--- src/rtl/instr_encoder_pkg.sv ---
// Shared LEGv8 encoder constants: mnemonic codes, opcode fields and instruction formats.
package instr_encoder_pkg;

    localparam logic [3:0] OP_ADD    = 4'd0;
    localparam logic [3:0] OP_SUB    = 4'd1;
    localparam logic [3:0] OP_AND    = 4'd2;
    localparam logic [3:0] OP_ORR    = 4'd3;
    localparam logic [3:0] OP_LDUR   = 4'd4;
    localparam logic [3:0] OP_LDURB  = 4'd5;
    localparam logic [3:0] OP_LDURH  = 4'd6;
    localparam logic [3:0] OP_LDURSW = 4'd7;
    localparam logic [3:0] OP_STUR   = 4'd8;
    localparam logic [3:0] OP_CBZ    = 4'd9;
    localparam logic [3:0] OP_CBNZ   = 4'd10;
    localparam logic [3:0] OP_B      = 4'd11;

    // Same bit patterns the decoder's casex table matches on.
    localparam logic [10:0] OPC_ADD    = 11'b10001011000;
    localparam logic [10:0] OPC_SUB    = 11'b11001011000;
    localparam logic [10:0] OPC_AND    = 11'b10001010000;
    localparam logic [10:0] OPC_ORR    = 11'b10101010000;
    localparam logic [10:0] OPC_LDUR   = 11'b11111000010;
    localparam logic [10:0] OPC_LDURB  = 11'b00111000010;
    localparam logic [10:0] OPC_LDURH  = 11'b01111000010;
    localparam logic [10:0] OPC_LDURSW = 11'b10111000100;
    localparam logic [10:0] OPC_STUR   = 11'b11111000000;
    localparam logic [7:0]  OPC_CBZ    = 8'b10110100;
    localparam logic [7:0]  OPC_CBNZ   = 8'b10110101;
    localparam logic [5:0]  OPC_B      = 6'b000101;

    typedef enum logic [1:0] {
        FMT_R  = 2'd0,
        FMT_D  = 2'd1,
        FMT_CB = 2'd2,
        FMT_B  = 2'd3
    } fmt_e;

endpackage

--- src/rtl/instr_encoder_pack.sv ---
// Combinational packer (instr_pack): mnemonic plus fields -> {word, format, op legal}.
// Immediate range checking is left to the caller, which knows the format.
module instr_encoder_pack
    import instr_encoder_pkg::*;
(
    input  logic [3:0]  op,
    input  logic [4:0]  rd,
    input  logic [4:0]  rn,
    input  logic [4:0]  rm,
    input  logic [25:0] imm,
    output logic [31:0] word,
    output logic [1:0]  fmt,
    output logic        legal
);

    logic [10:0] opc11;
    logic [7:0]  opc8;
    fmt_e        fmt_sel;

    always_comb begin
        opc11   = '0;
        opc8    = '0;
        fmt_sel = FMT_R;
        legal   = 1'b1;
        case (op)
            OP_ADD:    opc11 = OPC_ADD;
            OP_SUB:    opc11 = OPC_SUB;
            OP_AND:    opc11 = OPC_AND;
            OP_ORR:    opc11 = OPC_ORR;
            OP_LDUR:   begin fmt_sel = FMT_D;  opc11 = OPC_LDUR;   end
            OP_LDURB:  begin fmt_sel = FMT_D;  opc11 = OPC_LDURB;  end
            OP_LDURH:  begin fmt_sel = FMT_D;  opc11 = OPC_LDURH;  end
            OP_LDURSW: begin fmt_sel = FMT_D;  opc11 = OPC_LDURSW; end
            OP_STUR:   begin fmt_sel = FMT_D;  opc11 = OPC_STUR;   end
            OP_CBZ:    begin fmt_sel = FMT_CB; opc8  = OPC_CBZ;    end
            OP_CBNZ:   begin fmt_sel = FMT_CB; opc8  = OPC_CBNZ;   end
            OP_B:      fmt_sel = FMT_B;
            default:   legal = 1'b0;
        endcase
    end

    always_comb begin
        word = '0;
        case (fmt_sel)
            FMT_R:   word = {opc11, rm, 6'd0, rn, rd};
            FMT_D:   word = {opc11, imm[8:0], 2'b00, rn, rd};
            FMT_CB:  word = {opc8, imm[18:0], rd};
            FMT_B:   word = {OPC_B, imm};
            default: word = '0;
        endcase
    end

    assign fmt = fmt_sel;

endmodule

--- src/rtl/instr_encoder.sv ---
// LEGv8 instruction encoder: accepts symbolic instructions and writes packed words to imem.
// Optional READBACK_CHECK_EN adds READ/CHECK states that verify each word after writing.
module instr_encoder
    import instr_encoder_pkg::*;
#(
    parameter int ADDR_W = 8,
    parameter int DEPTH  = 256
) (
    input  logic              clk,
    input  logic              rst_n,
    input  logic              clr,
    input  logic              in_valid,
    output logic              in_ready,
    input  logic [3:0]        in_op,
    input  logic [4:0]        in_rd,
    input  logic [4:0]        in_rn,
    input  logic [4:0]        in_rm,
    input  logic [25:0]       in_imm,
    output logic              imem_we,
    output logic [ADDR_W-1:0] imem_addr,
    output logic [31:0]       imem_wdata,
    input  logic [31:0]       imem_rdata,
    output logic              err,
    output logic              full,
    output logic [ADDR_W:0]   wr_count
);

    typedef enum logic [2:0] {
        S_IDLE   = 3'd0,
        S_ENCODE = 3'd1,
        S_WRITE  = 3'd2,
        S_READ   = 3'd3,
        S_CHECK  = 3'd4
    } state_e;

    localparam logic [ADDR_W:0] DEPTH_W = (ADDR_W + 1)'(DEPTH);

    state_e            state;
    logic [3:0]        op_q;
    logic [4:0]        rd_q;
    logic [4:0]        rn_q;
    logic [4:0]        rm_q;
    logic [25:0]       imm_q;
    logic              we_q;
    logic [ADDR_W-1:0] addr;

    logic [31:0]       pack_word;
    logic [1:0]        pack_fmt;
    logic              pack_legal;
    logic              d_fit;
    logic              cb_fit;
    logic              range_ok;
    logic [ADDR_W:0]   wr_count_inc;
    logic              reaches_depth;

    instr_encoder_pack u_pack (
        .op    (op_q),
        .rd    (rd_q),
        .rn    (rn_q),
        .rm    (rm_q),
        .imm   (imm_q),
        .word  (pack_word),
        .fmt   (pack_fmt),
        .legal (pack_legal)
    );

    // Upper immediate bits must all match the sign bit of the field being encoded.
    assign d_fit    = (&imm_q[25:8])  | ~(|imm_q[25:8]);
    assign cb_fit   = (&imm_q[25:18]) | ~(|imm_q[25:18]);
    assign range_ok = (pack_fmt == FMT_D)  ? d_fit  :
                      (pack_fmt == FMT_CB) ? cb_fit : 1'b1;

    assign wr_count_inc  = wr_count + 1'b1;
    assign reaches_depth = (wr_count_inc == DEPTH_W);

    assign in_ready  = (state == S_IDLE) && !full && !clr;
    assign imem_we   = we_q && !clr;
    assign imem_addr = addr;

`ifndef READBACK_CHECK_EN
    logic unused_rdata;
    assign unused_rdata = ^imem_rdata;
`endif

    always_ff @(posedge clk or negedge rst_n) begin
        if (!rst_n) begin
            state      <= S_IDLE;
            op_q       <= '0;
            rd_q       <= '0;
            rn_q       <= '0;
            rm_q       <= '0;
            imm_q      <= '0;
            we_q       <= 1'b0;
            addr       <= '0;
            imem_wdata <= '0;
            err        <= 1'b0;
            full       <= 1'b0;
            wr_count   <= '0;
        end else if (clr) begin
            state    <= S_IDLE;
            we_q     <= 1'b0;
            addr     <= '0;
            err      <= 1'b0;
            full     <= 1'b0;
            wr_count <= '0;
        end else begin
            err <= 1'b0;
            case (state)
                S_IDLE: begin
                    if (in_valid && in_ready) begin
                        op_q  <= in_op;
                        rd_q  <= in_rd;
                        rn_q  <= in_rn;
                        rm_q  <= in_rm;
                        imm_q <= in_imm;
                        state <= S_ENCODE;
                    end
                end
                S_ENCODE: begin
                    if (pack_legal && range_ok) begin
                        imem_wdata <= pack_word;
                        we_q       <= 1'b1;
                        state      <= S_WRITE;
                    end else begin
                        err   <= 1'b1;
                        state <= S_IDLE;
                    end
                end
`ifdef READBACK_CHECK_EN
                S_WRITE: begin
                    we_q  <= 1'b0;
                    state <= S_READ;
                end
                S_READ: begin
                    state <= S_CHECK;
                end
                S_CHECK: begin
                    err      <= (imem_rdata != imem_wdata);
                    wr_count <= wr_count_inc;
                    full     <= reaches_depth;
                    if (!reaches_depth) begin
                        addr <= addr + 1'b1;
                    end
                    state    <= S_IDLE;
                end
`else
                // The address saturates on the last slot; full then blocks further writes.
                S_WRITE: begin
                    we_q     <= 1'b0;
                    wr_count <= wr_count_inc;
                    full     <= reaches_depth;
                    if (!reaches_depth) begin
                        addr <= addr + 1'b1;
                    end
                    state    <= S_IDLE;
                end
`endif
                default: state <= S_IDLE;
            endcase
        end
    end

endmodule

--- config.mk ---
export PLATFORM = sky130hd
export DESIGN_NAME = instr_encoder
export DESIGN_NICKNAME = d
export VERILOG_FILES = /design/src/rtl/instr_encoder_pkg.sv /design/src/rtl/instr_encoder_pack.sv /design/src/rtl/instr_encoder.sv
export SDC_FILE = /design/constraint.sdc
export NUM_CORES = 1
export LEC_CHECK = 0
export CAP_MARGIN = 20
export CORE_MARGIN = 3
export CORE_UTILIZATION = 40
export DETAILED_ROUTE_END_ITERATION = 8
export DONT_BUFFER_PORTS = 1
export PLACE_DENSITY = 0.59
export SLEW_MARGIN = 20
export SYNTH_ARGS = -nofsm -noshare
export SYNTH_HDL_FRONTEND = slang
export SYNTH_SLANG_ARGS = --single-unit
--- constraint.sdc ---
create_clock -name clk -period 4.1 [get_ports clk]
set_input_delay 0.82 -clock clk [delete_from_list [all_inputs] [get_ports clk]]
set_output_delay 0.82 -clock clk [all_outputs]
set_load 0.01 [all_outputs]
Word-level counts from Yosys, hierarchy flattened
Index checks and enable logic that the tools add are counted.
{"block": "classes", "add_sub_neg": 2, "eq_ne": 20, "muxes": 24, "bitwise_logic": 5, "reduce_logical": 23}
{"cell": "one-hot mux 32 bit (4 select lines)", "n": 1}
{"cell": "one-hot mux 11 bit (9 select lines)", "n": 1}
{"cell": "two-way mux 8 bit", "n": 3}
{"cell": "two-way mux 9 bit", "n": 2}
{"cell": "AND reduction 18 bit", "n": 1}
{"cell": "OR reduction 18 bit", "n": 1}
{"cell": "equality test 4 x 3 -> 1 bit, second input constant", "n": 4}
{"cell": "equality test 4 bit, second input constant", "n": 4}
{"cell": "one-hot mux 8 bit (2 select lines)", "n": 1}
{"cell": "OR reduction 12 bit", "n": 1}
{"cell": "two-way mux 1 bit", "n": 10}
{"cell": "adder 9 x 1 -> 9 bit, second input constant", "n": 1}
{"cell": "equality test 9 bit, second input constant", "n": 1}
{"cell": "adder 8 x 1 -> 8 bit, second input constant", "n": 1}
{"cell": "equality test 4 x 2 -> 1 bit, second input constant", "n": 2}
{"cell": "AND reduction 8 bit", "n": 1}
{"cell": "OR reduction 8 bit", "n": 1}
{"cell": "two-way mux 3 bit", "n": 2}
{"cell": "one-hot mux 2 bit (3 select lines)", "n": 1}
{"cell": "one-hot mux 3 bit (2 select lines)", "n": 1}
{"cell": "AND reduction 3 bit", "n": 2}
{"cell": "logical AND 1 bit", "n": 5}
{"cell": "OR reduction 5 bit", "n": 1}
{"cell": "equality test 2 bit, second input constant", "n": 2}
{"cell": "19 further kinds", "n": 24}
{"block": "word_totals", "regBits": 100, "out_inout_bits": 53, "word_cells": 86}

Depth between registers and ports, before layout
Gate-level depths: netlist of run 1.
{"block": "depth", "depth_word": 10, "mapped_depth": 10, "depth_no_buf": 7}

Hierarchy
From an unflattened synthesis of run 1, not the netlist that was laid out.
{"block": "unflattened", "cells_unflattened": 423, "hier_area_um2": 5193.7}
{"module": "instr_encoder", "instances": 1, "cells_per_inst": 301, "area_per_inst_um2": 4256.6, "seq_area_each_um2": 2477.4}
{"module": "instr_encoder_pack", "instances": 1, "cells_per_inst": 122, "area_per_inst_um2": 937.1, "seq_area_each_um2": 0.0}

Least setup slack after synthesis of run 1
OpenSTA, ideal clock, no wires.
{"block": "synth_path", "kind": "in2reg", "startpoint": "in clr", "endpoint": "reg op_q[1]", "setup_ps": 128, "arrival_time_ps": 2249, "t_required_ps": 3972, "path_slack_ps": 1724, "path_stages": 4, "cell_sequence": "nor4_1 > nand2_1 > clkbuf_1 > mux2_1"}
{"block": "synth_via", "elab_chain_cells": 4, "elab_cells_between_ends": 5, "cone_classes": "bitwise (1); reduce/logical (4)"}
{"item": "start, declared", "line_no": "instr_encoder.sv:11", "rtl": "input logic clr,"}
{"item": "zero test 1 bit", "line_no": "instr_encoder.sv:76", "rtl": "assign in_ready = (state == S_IDLE) && !full && !clr;"}
{"item": "logical AND 1 bit", "line_no": "instr_encoder.sv:76"}
{"item": "logical AND 1 bit", "line_no": "instr_encoder.sv:110", "rtl": "if (in_valid && in_ready) begin"}
{"item": "AND reduction 3 bit (no line) (*)"}
{"item": "end signal, assigned", "line_no": "instr_encoder.sv:111", "rtl": "op_q <= in_op;"}
{"item": "end, declared", "line_no": "instr_encoder.sv:39", "rtl": "logic [3:0] op_q;"}
Mark *: on every way between the ends. The rest lies on a longest branch, timed or not.
A chain may end at the register's enable or synchronous reset.

Final worst setup path of run 1
{"block": "layout_path", "startpoint": "reg op_q[2]", "endpoint": "reg imem_wdata[5]"}
{"block": "layout_via", "elab_chain_cells": 8, "elab_cells_between_ends": 26, "cone_classes": "eq/ne (14); mux (5); reduce/logical (7)"}
{"item": "equality test 4 x 3 -> 1 bit / equality test 4 bit (equally long branches)", "line_no": "instr_encoder_pack.sv:25", "rtl": "case (op)"}
{"item": "OR reduction 5 bit (no line) / OR reduction 2 bit (equally long branches)"}
{"item": "one-hot mux 2 bit (3 select lines)", "line_no": "instr_encoder_pack.sv:25"}
{"item": "equality test 2 bit", "line_no": "instr_encoder_pack.sv:44, instr_encoder.sv:71"}
{"item": "two-way mux 1 bit", "line_no": "instr_encoder.sv:71", "rtl": "(pack_fmt == FMT_CB) ? cb_fit : 1'b1;"}
{"item": "two-way mux 1 bit", "line_no": "instr_encoder.sv:70", "rtl": "assign range_ok = (pack_fmt == FMT_D) ? d_fit :"}
{"item": "logical AND 1 bit", "line_no": "instr_encoder.sv:120", "rtl": "if (pack_legal && range_ok) begin"}
{"item": "AND reduction 3 bit (no line)"}
{"item": "end signal, assigned", "line_no": "instr_encoder.sv:121", "rtl": "imem_wdata <= pack_word;"}
{"item": "end, declared", "line_no": "instr_encoder.sv:21", "rtl": "output logic [31:0] imem_wdata,"}
Parallel ways exist; a longest one is shown, timed or not.

==> impl.org, run 1 <==
** Timing
- The count of final max-slew check failures is 0.
- Derived from the worst setup path, the maximum achievable clock frequency is ~340 MHz.
- Setup slack on the critical path of the routed design comes to about 1.1 ns.
- Setup repair after global routing left no endpoint under its margin.
- Rel. slew slack :: 40.5%
- Clock period minus worst slack :: between 2 and 3 ns
- Slew of the pin with the lowest slew margin :: between 0.8 and 0.9 ns
- Final setup viols :: 0
- Part of the cycle the worst path needs :: just over 70%
- Total negative slack :: 0 ns
- Count of endpoints failing hold in the final timing report :: 0
- The clock arrives with between 0.007 and 0.008 ns of skew.

** CTS
- Cts-stage hold buffer count :: 0
- Buffer cell driving the clock tree root :: clkbuf_16
- Once the clock tree was built, the setup fixing pass inserted 0 buffers.
- In this run, CTS created clock tree buffers numbering 9.
- Clock latency of the later-clocked register in the worst-skew pair :: between 0.3 and 0.4 ns
- The clock passes through at most 2 buffers.
- Number of gates given a new drive strength after cts :: 0
- H-tree lvl count :: 3
- The clock drives between 90 and 100 sinks.
- Clock input transition at the sequential cells of the worst setup and hold paths :: about 0.070 ns
- TritonCTS built the clock tree.

** Global routing
- Wire length of the first global-routing pass :: roughly 18000 um
- The number of global-route vias before repair is around 3300.
- The initial antenna violation count was 3.
- Across every metal layer, demand over resource in global routing totals between 10% and 20%.
- Maximum number of pins on one net before global-route repair :: 100
- After global routing the overflow that remains totals 0.

** Run
- The tool flagged a number of max-cap violations equal to 0.

** Synth
- Summed instance area of the synthesized netlist :: around 0.0048 mm^2
- Sequential share of the synthesized area :: between 50% and 60%
- The average instance in the mapped netlist occupies roughly 11 um^2.
- In the synthesized netlist the dominant register cell turns out to be dfrtp_1.
- Cell count after synthesis :: 440
- Post-synth EDFFs :: 0
- Counting flops with an async set or reset pin after synthesis yields a share of 100%.
- In this run, distinct cell masters in the synthesized netlist total about 50.
- Net count after synthesis :: around 520
- #FFs+latches synth :: 99
- Yosys warns :: 0

** Detailed routing
- Dividing the detail-routed via count by the number of cells gives between 5 and 6.
- DRT antenna net count :: 0
- After the first detailed-routing iteration, the DRC count stood at between 200 and 300.
- Wire per inst :: 19.5 um
- Number of vias in the routed layout :: between 3000 and 4000
- Residual DRC :: 0
- Number of detailed-route iterations in the first pass :: 7
- After detailed routing, the total wire length is between 10000 and 15000 um.

** Critical path
- Setup slack on the worst reg-to-reg path comes out at roughly 1.1 ns.
- Largest fanout of any net on the critical path :: 32
- On the critical path the largest part of the delay comes from compound AO/OA/AOI/OAI gates.
- The worst setup path is launched from a flip-flop.
- Walking the worst path, the cells encountered are nand2b_1 > o31ai_2 > a31o_2 > a221oi_4 > buf_12 > mux2_1.
- Critical Path Sink Type :: flip-flop
- Worst path max stage delay :: 0.70 ns
- The critical path in this run is classified as reg -> reg.
- Data arrival time of the critical path :: between 3 and 4 ns
- Bufs and invs on worst path :: 1
- For this design, the slowest cell found on the critical path is dfrtp_1.
- Req. time, crit path :: roughly 4.3 ns

** Die
- Die Outline Area :: between 0.01 and 0.015 mm^2
- After floorplanning, the core was divided into 39 placement rows.
- Std-Cell Core Area :: between 0.01 and 0.015 mm^2
- Starting utilization of the core area :: 41.3%
- I/O Pins :: about 130
- From left edge to right edge, the die measures around 120 um.
- From bottom edge to top edge, the die measures around 120 um.

** Placed design
- Summed over all nets, the half-perimeter wirelength after detailed placement is 7950 um.
- Port buffer count :: 0
- Post-Place Setup Slack :: roughly 1.1 ns
- Final weighted congestion of routability-driven global placement :: 0.808

** Hold path
- Worst Hold Class :: in -> async

** Cells and area
- From synthesis to final layout, the design area changed by 9.94%.
- Ratio of cells with drive above 1 in the final layout :: between 6 and 7%
- After the last flow step, the layout net total stands at roughly 520.

** Power and ir drop
- Cell Pwr Density :: slightly below 600 mW/mm^2
- Lkg Pwr :: 0.00212 uW
- IR analysis of the VDD net gives a maximum drop of ~0.00031 V.

** Status
- Run status :: completed
-- cells by family after synthesis --
logic type               share of synthesized area (%)
adder cells (fa/ha/maj)                          0.789
multiplexers                                      15.5
flip-flops                                        52.1
buffers and inverters                             3.16
AND/OR/NAND/NOR                                   13.3
XOR/XNOR                                          1.29
AO/OA/AOI/OAI                                     14.0
-- through the flow --
stage               util, %  hold slack (ns)  power (uW)  instance area [um^2]  std cells
CTS                    45.3            0.150        3150                  5220        580
global placement       42.2            0.480        2100                  4860        564
finish                 45.4            0.167        3100                  5230        583
floorplan                 -            0.464        1930                  4760        440
detailed placement     42.2            0.481        2120                  4860        564
global route           45.4            0.149        3300                  5230        583
-- per-layer routing --
metal,track usage (%),vias up,part of all wire (%),routed length [um]
li1,-,1602,-,-
met1,22.9,1696,43,4880
met2,28.0,95,48,5410
met3,7.32,16,7.6,870
met4,6.57,0,1.9,216
met5,0,-,0,0
-- power breakdown --
group / total, uW / switching [uW] / internal, uW
registers: 1580 / 353 / 1230
logic: 509 / 259 / 250
clock network: 1010 / 353 / 657
-- layout by cell type, fill, tap and decap left out, types with 5 or more instances in the layout --
master,Yosys,final
dfrtp_1,99,99
or3_1,8,8
a22oi_1,6,6
mux2i_1,15,15
xor2_1,5,5
a222oi_1,7,7
nand2_1,32,31
nor4_1,8,8
mux2_1,51,51
o21ai_1,8,8
o21ai_0,17,17
nor2b_1,5,5
nand3_1,9,9
nand4_1,9,9
nor2_1,43,43
a21oi_1,42,42
nand2b_1,5,5
clkbuf_16,0,9
-- cell usage after synthesis (6+ instances only) --
master,instances,area [um^2]
dfrtp_1,99,2480
mux2_1,51,574
nor2_1,43,161
a21oi_1,42,210
nand2_1,32,120
o21ai_0,17,85.1
mux2i_1,15,150
clkbuf_1,14,52.6
nand3_1,9,45.0
nand4_1,9,56.3
nor4_1,8,50.1
o21ai_1,8,40.0
or3_1,8,50.1
a222oi_1,7,70.1
a22oi_1,6,45.0
-- state kept, by name, summed over array words and instances (netlist names) --
name / count
we_q: 1
imm_q: 26
imem_wdata: 32
full: 1
rn_q: 5
rd_q: 5
err: 1
imem_addr: 8
state: 2
wr_count: 9
op_q: 4
rm_q: 5
-- area by class of cell --
type | count | area [um^2]
diodes | 3 | 7.51
repair buffers | 5 | 50.0
clock inverters | 5 | 125
fillers | 1087 | 6290
multi-input cells | 310 | 2130
inverters | 7 | 26.3
clock buffers | 11 | 233
well taps | 143 | 179
flip-flops and latches | 99 | 2480
-- path summary, 6_finish.rpt --
check / end / depth (start not counted) / startpoint
worst max-delay path: imem_wdata[5] / 6 / op_q[2]
worst min-delay path: wr_count[8] / 0 / rst_n
worst max register to register: imem_wdata[5] / 6 / op_q[2]
worst min register to register: rn_q[2] / 1 / rn_q[2]
max in group asynchronous: imem_addr[3] / 0 / rst_n
min in group clk: rn_q[2] / 1 / rn_q[2]
No activity file was read; power rests on OpenSTA's default activity.
==> run 2, diff against run 1 <==
- clock period: 4.1 -> 2.9 ns (I/O delays scaled with it)
==> run 2 against run 1 <==
Critical path type unchanged. The run now ends with hold timing left. Wire length about the same. Largest power group unchanged. Critical endpoint unchanged. Critical path depth is the same. Highest routed layer unchanged. Combinational power increased by 51%.
==> impl.org, run 2 (same netlist as run 1, synthesis figures left out) <==
** Detailed routing
- DRT antenna net count :: 0 (unchanged)
- The met3 wirelength from detailed routing came to 912 um (was 870 um).
- Number of vias in the routed layout :: 3401 (was 3409)
- The violation count after the first detailed-routing iteration came to 253 (was 289).
- The per-cell routed wire length was 19.2 um (was 19.5 um).
- The top metal layer carrying routed signals is met4 (unchanged).
- Metal-1 WL :: 4960 um (was 4880 um)
- Routed wire length :: 11400 um (about the same)
- Via/cell ratio :: 5.74 (was 5.85)
- Residual DRC :: 0 (unchanged)
- The detailed-routed wire length on met2 came to 5390 um (was 5410 um).
- Number of detailed-route iterations in the first pass :: 4 (was 7)

** Die
- The standard cell core area came to 0.0115 mm^2 (unchanged).
- Die height :: 115 um (unchanged)
- The starting density of the core came to 41.3% (unchanged).
- The overall die area was 0.0132 mm^2 (unchanged).
- The number of rows in the core area came to 39 (unchanged).
- The I/O pin count came to 134 (unchanged).
- The horizontal die dimension is 115 um (unchanged).

** Global routing
- The initial antenna violation count came to 4 (was 3).
- The number of global-route vias before repair was 3282 (was 3336).
- The overall routing resource usage came to 17.9% (was 18.1%).
- Maximum number of pins on one net before global-route repair :: 100 (unchanged)
- Wire length of the first global-routing pass :: 18200 um (was 18400 um)
- Overflow after GRT :: 0 (unchanged)

** Hold path
- The type of the tightest min-delay check was in -> async (unchanged).

** Power and ir drop
- The sequential cell fraction of total power was 51.6% (was 51.0%).
- The power per standard cell area was 814 mW/mm^2 (was 594 mW/mm^2).
- Power spent charging and discharging nets :: 1370 uW (was 966 uW)
- Worst VDD drop :: 0.000360 V (was 0.000313 V)
- The total internal power is 2920 uW (was 2140 uW).
- The switching share of total power was 32.0% (was 31.1%).
- Lkg Pwr :: 0.00215 uW (was 0.00212 uW)
- The post-layout total power came to 4290 uW (was 3100 uW).
- The fraction of power consumed by combinational cells is 17.9% (was 16.4%).
- Clock share of power :: 30.4% (was 32.6%)

** Placed design
- The HPWL reported at the end of detailed placement is 7990 um (was 7950 um).
- The weighted congestion reported at the end of routability-driven placement is 0.793 (was 0.808).
- The port buffer count came to 0 (unchanged).

** Timing
- Fin Clk Skew :: 0.00596 ns (was 0.00737 ns)
- The number of setup violations in the final report is 0 (unchanged).
- The transition time at the pin with the least slew margin was 0.661 ns (was 0.885 ns).
- Part of the cycle the worst path needs :: 82.8% (was 72.3%)
- The count of final max-slew check failures is 0 (unchanged).
- The worst-case hold slack was -0.0730 ns (was 0.167 ns).
- Rel. slew slack :: 55.6% (was 40.5%)
- RSZ-0062 raised after global routing: false (unchanged).
- The highest clock frequency the design can meet was 417 MHz (was 337 MHz).
- Clock period minus worst slack :: 2.40 ns (was 2.97 ns)
- The aggregate negative setup slack was 0 ns (unchanged).
- Count of endpoints failing hold in the final timing report :: 99 (was 0)

** Critical path
- The register-to-register setup slack was 0.50 ns (was 1.13 ns).
- Cell at the slowest stage of the critical path :: dfrtp_1 (unchanged)
- Class of the most critical setup path :: reg -> reg (unchanged)
- Data arrival time of the critical path :: 2.63 ns (was 3.19 ns)
- Critical Path Sink Type :: flip-flop (unchanged)
- The critical path's top delay family is compound AO/OA/AOI/OAI gates (unchanged).
- The critical-path maximum fanout came to 44 (was 32).
- Critical path startpoint category :: flip-flop (unchanged)
- Req. time, crit path :: 3.13 ns (was 4.32 ns)
- The number of buffers and inverters on the critical path was 1 (unchanged).
- Cells along the critical path: nor2b_1 > o21a_1 > a31o_2 > a221oi_4 > buf_12 > mux2_1 (was nand2b_1 > o31ai_2 > a31o_2 > a221oi_4 > buf_12 > mux2_1).
- The worst stage delay on the critical path is 0.60 ns (was 0.70 ns).

** CTS
- The number of sinks driven by the clock tree is 99 (unchanged).
- The TritonCTS clock tree is done (unchanged).
- Clock input transition at the sequential cells of the worst setup and hold paths :: 0.06 ns (was 0.07 ns)
- Number of buffers on the longest clock path :: 2 (unchanged)
- Buffer cell driving the clock tree root :: clkbuf_16 (unchanged)
- Clock buffer count from CTS :: 9 (unchanged)
- The count of buffers added by post-CTS timing repair for setup was 0 (unchanged).
- The post-cts resize count came to 0 (unchanged).
- H-tree lvl count :: 3 (unchanged)
- The clock network latency to the later pin of the worst-skew pair came to 0.35 ns (was 0.34 ns).

** Cells and area
- Number of fill cells in the layout :: 1081 (was 1087)
- The layout cell share with drive strength beyond 1 is 8.97% (was 6.64%).
- Final nets :: 525 (was 516)
- Flip-flop and latch area :: 0.00248 mm^2 (unchanged)
- The area of the multi-input gates came to 0.00213 mm^2 (unchanged).
- Leading registers by flop count :: imem_wdata x32, imm_q x26, wr_count x9 (unchanged)
- Leading cell type in the layout, fill and taps excluded :: dfrtp_1 (unchanged)
- The register name with the most flops is imem_wdata (unchanged).
- Most frequent cells in the layout :: dfrtp_1 (99), mux2_1 (51), nor2_1 (43) (unchanged)
- Layout-stage area growth over the synthesis result :: 10.8% (was 9.94%)
- The flip-flop count of the largest register after layout is 32 (unchanged).

** Run
- Max-cap violations :: 0 (unchanged)

** Status
- Run status :: finished with violations (was completed)
- The checks that failed: hold timing.
[run 2: changes by cell type in the layout (fill, tap and decap cells not counted)]
cell       previous run  this run
buf_4                 4        13
bufinv_16             4         2
clkbuf_1              2         0
clkbuf_8              0         2
clkinv_2              1         3
diode_2               3         4
[run 2: worst register-to-register path: stages (launching register included)]
cell and delay (ns):
dfrtp_1 0.60, nor2b_1 0.23, o21a_1 0.24, a31o_2 0.28, a221oi_4 0.31, buf_12 0.26, mux2_1 0.36
[run 2: final cells by class]
type	instances	share of cell area, %
clock buffers	11	4.80
well taps	143	3.40
diodes	4	0.190
repair buffers	14	2.23
flip-flops and latches	99	47.0
clock inverters	5	1.42
multi-input cells	310	40.5
inverters	7	0.499
[run 2: layer usage]
| metal | global-route usage, % | vias up |
|---|---|---|
| li1 | - | 1609 |
| met1 | 23.7 | 1684 |
| met2 | 26.7 | 98 |
| met3 | 7.84 | 10 |
| met4 | 5.09 | 0 |
| met5 | 0 | - |
[run 2: power groups by stage]
stage / logic, uW / registers [uW] / clock network, uW
final: 770 / 2210 / 1310
after global routing: 880 / 2280 / 1400
after CTS: 778 / 2230 / 1350
after detailed placement: 772 / 2250 / 0
after global placement: 753 / 2240 / 0
after floorplan: 633 / 2090 / 0
[run 2: per-stage QoR]
stage               cell area, um^2  setup slack, ns  utilization, %  std cells  hold WS [ns]
floorplan                      4760            0.628               -        440         0.284
global placement               4930            0.547            42.8        573         0.287
detailed placement             4930            0.510            42.8        573         0.287
CTS                            5260            0.488            45.7        589       -0.0892
global route                   5270            0.350            45.8        593       -0.0965
finish                         5270            0.500            45.8        593       -0.0730
[run 2: final timing paths]
kind | from | endpoint | cells after the start
max | op_q[0] | imem_wdata[5] | 6
min | rst_n | wr_count[8] | 0
max reg2reg | op_q[0] | imem_wdata[5] | 6
min reg2reg | rd_q[1] | rd_q[1] | 1
max in group asynchronous | rst_n | imm_q[10] | 0
min in group clk | clr | wr_count[6] | 1
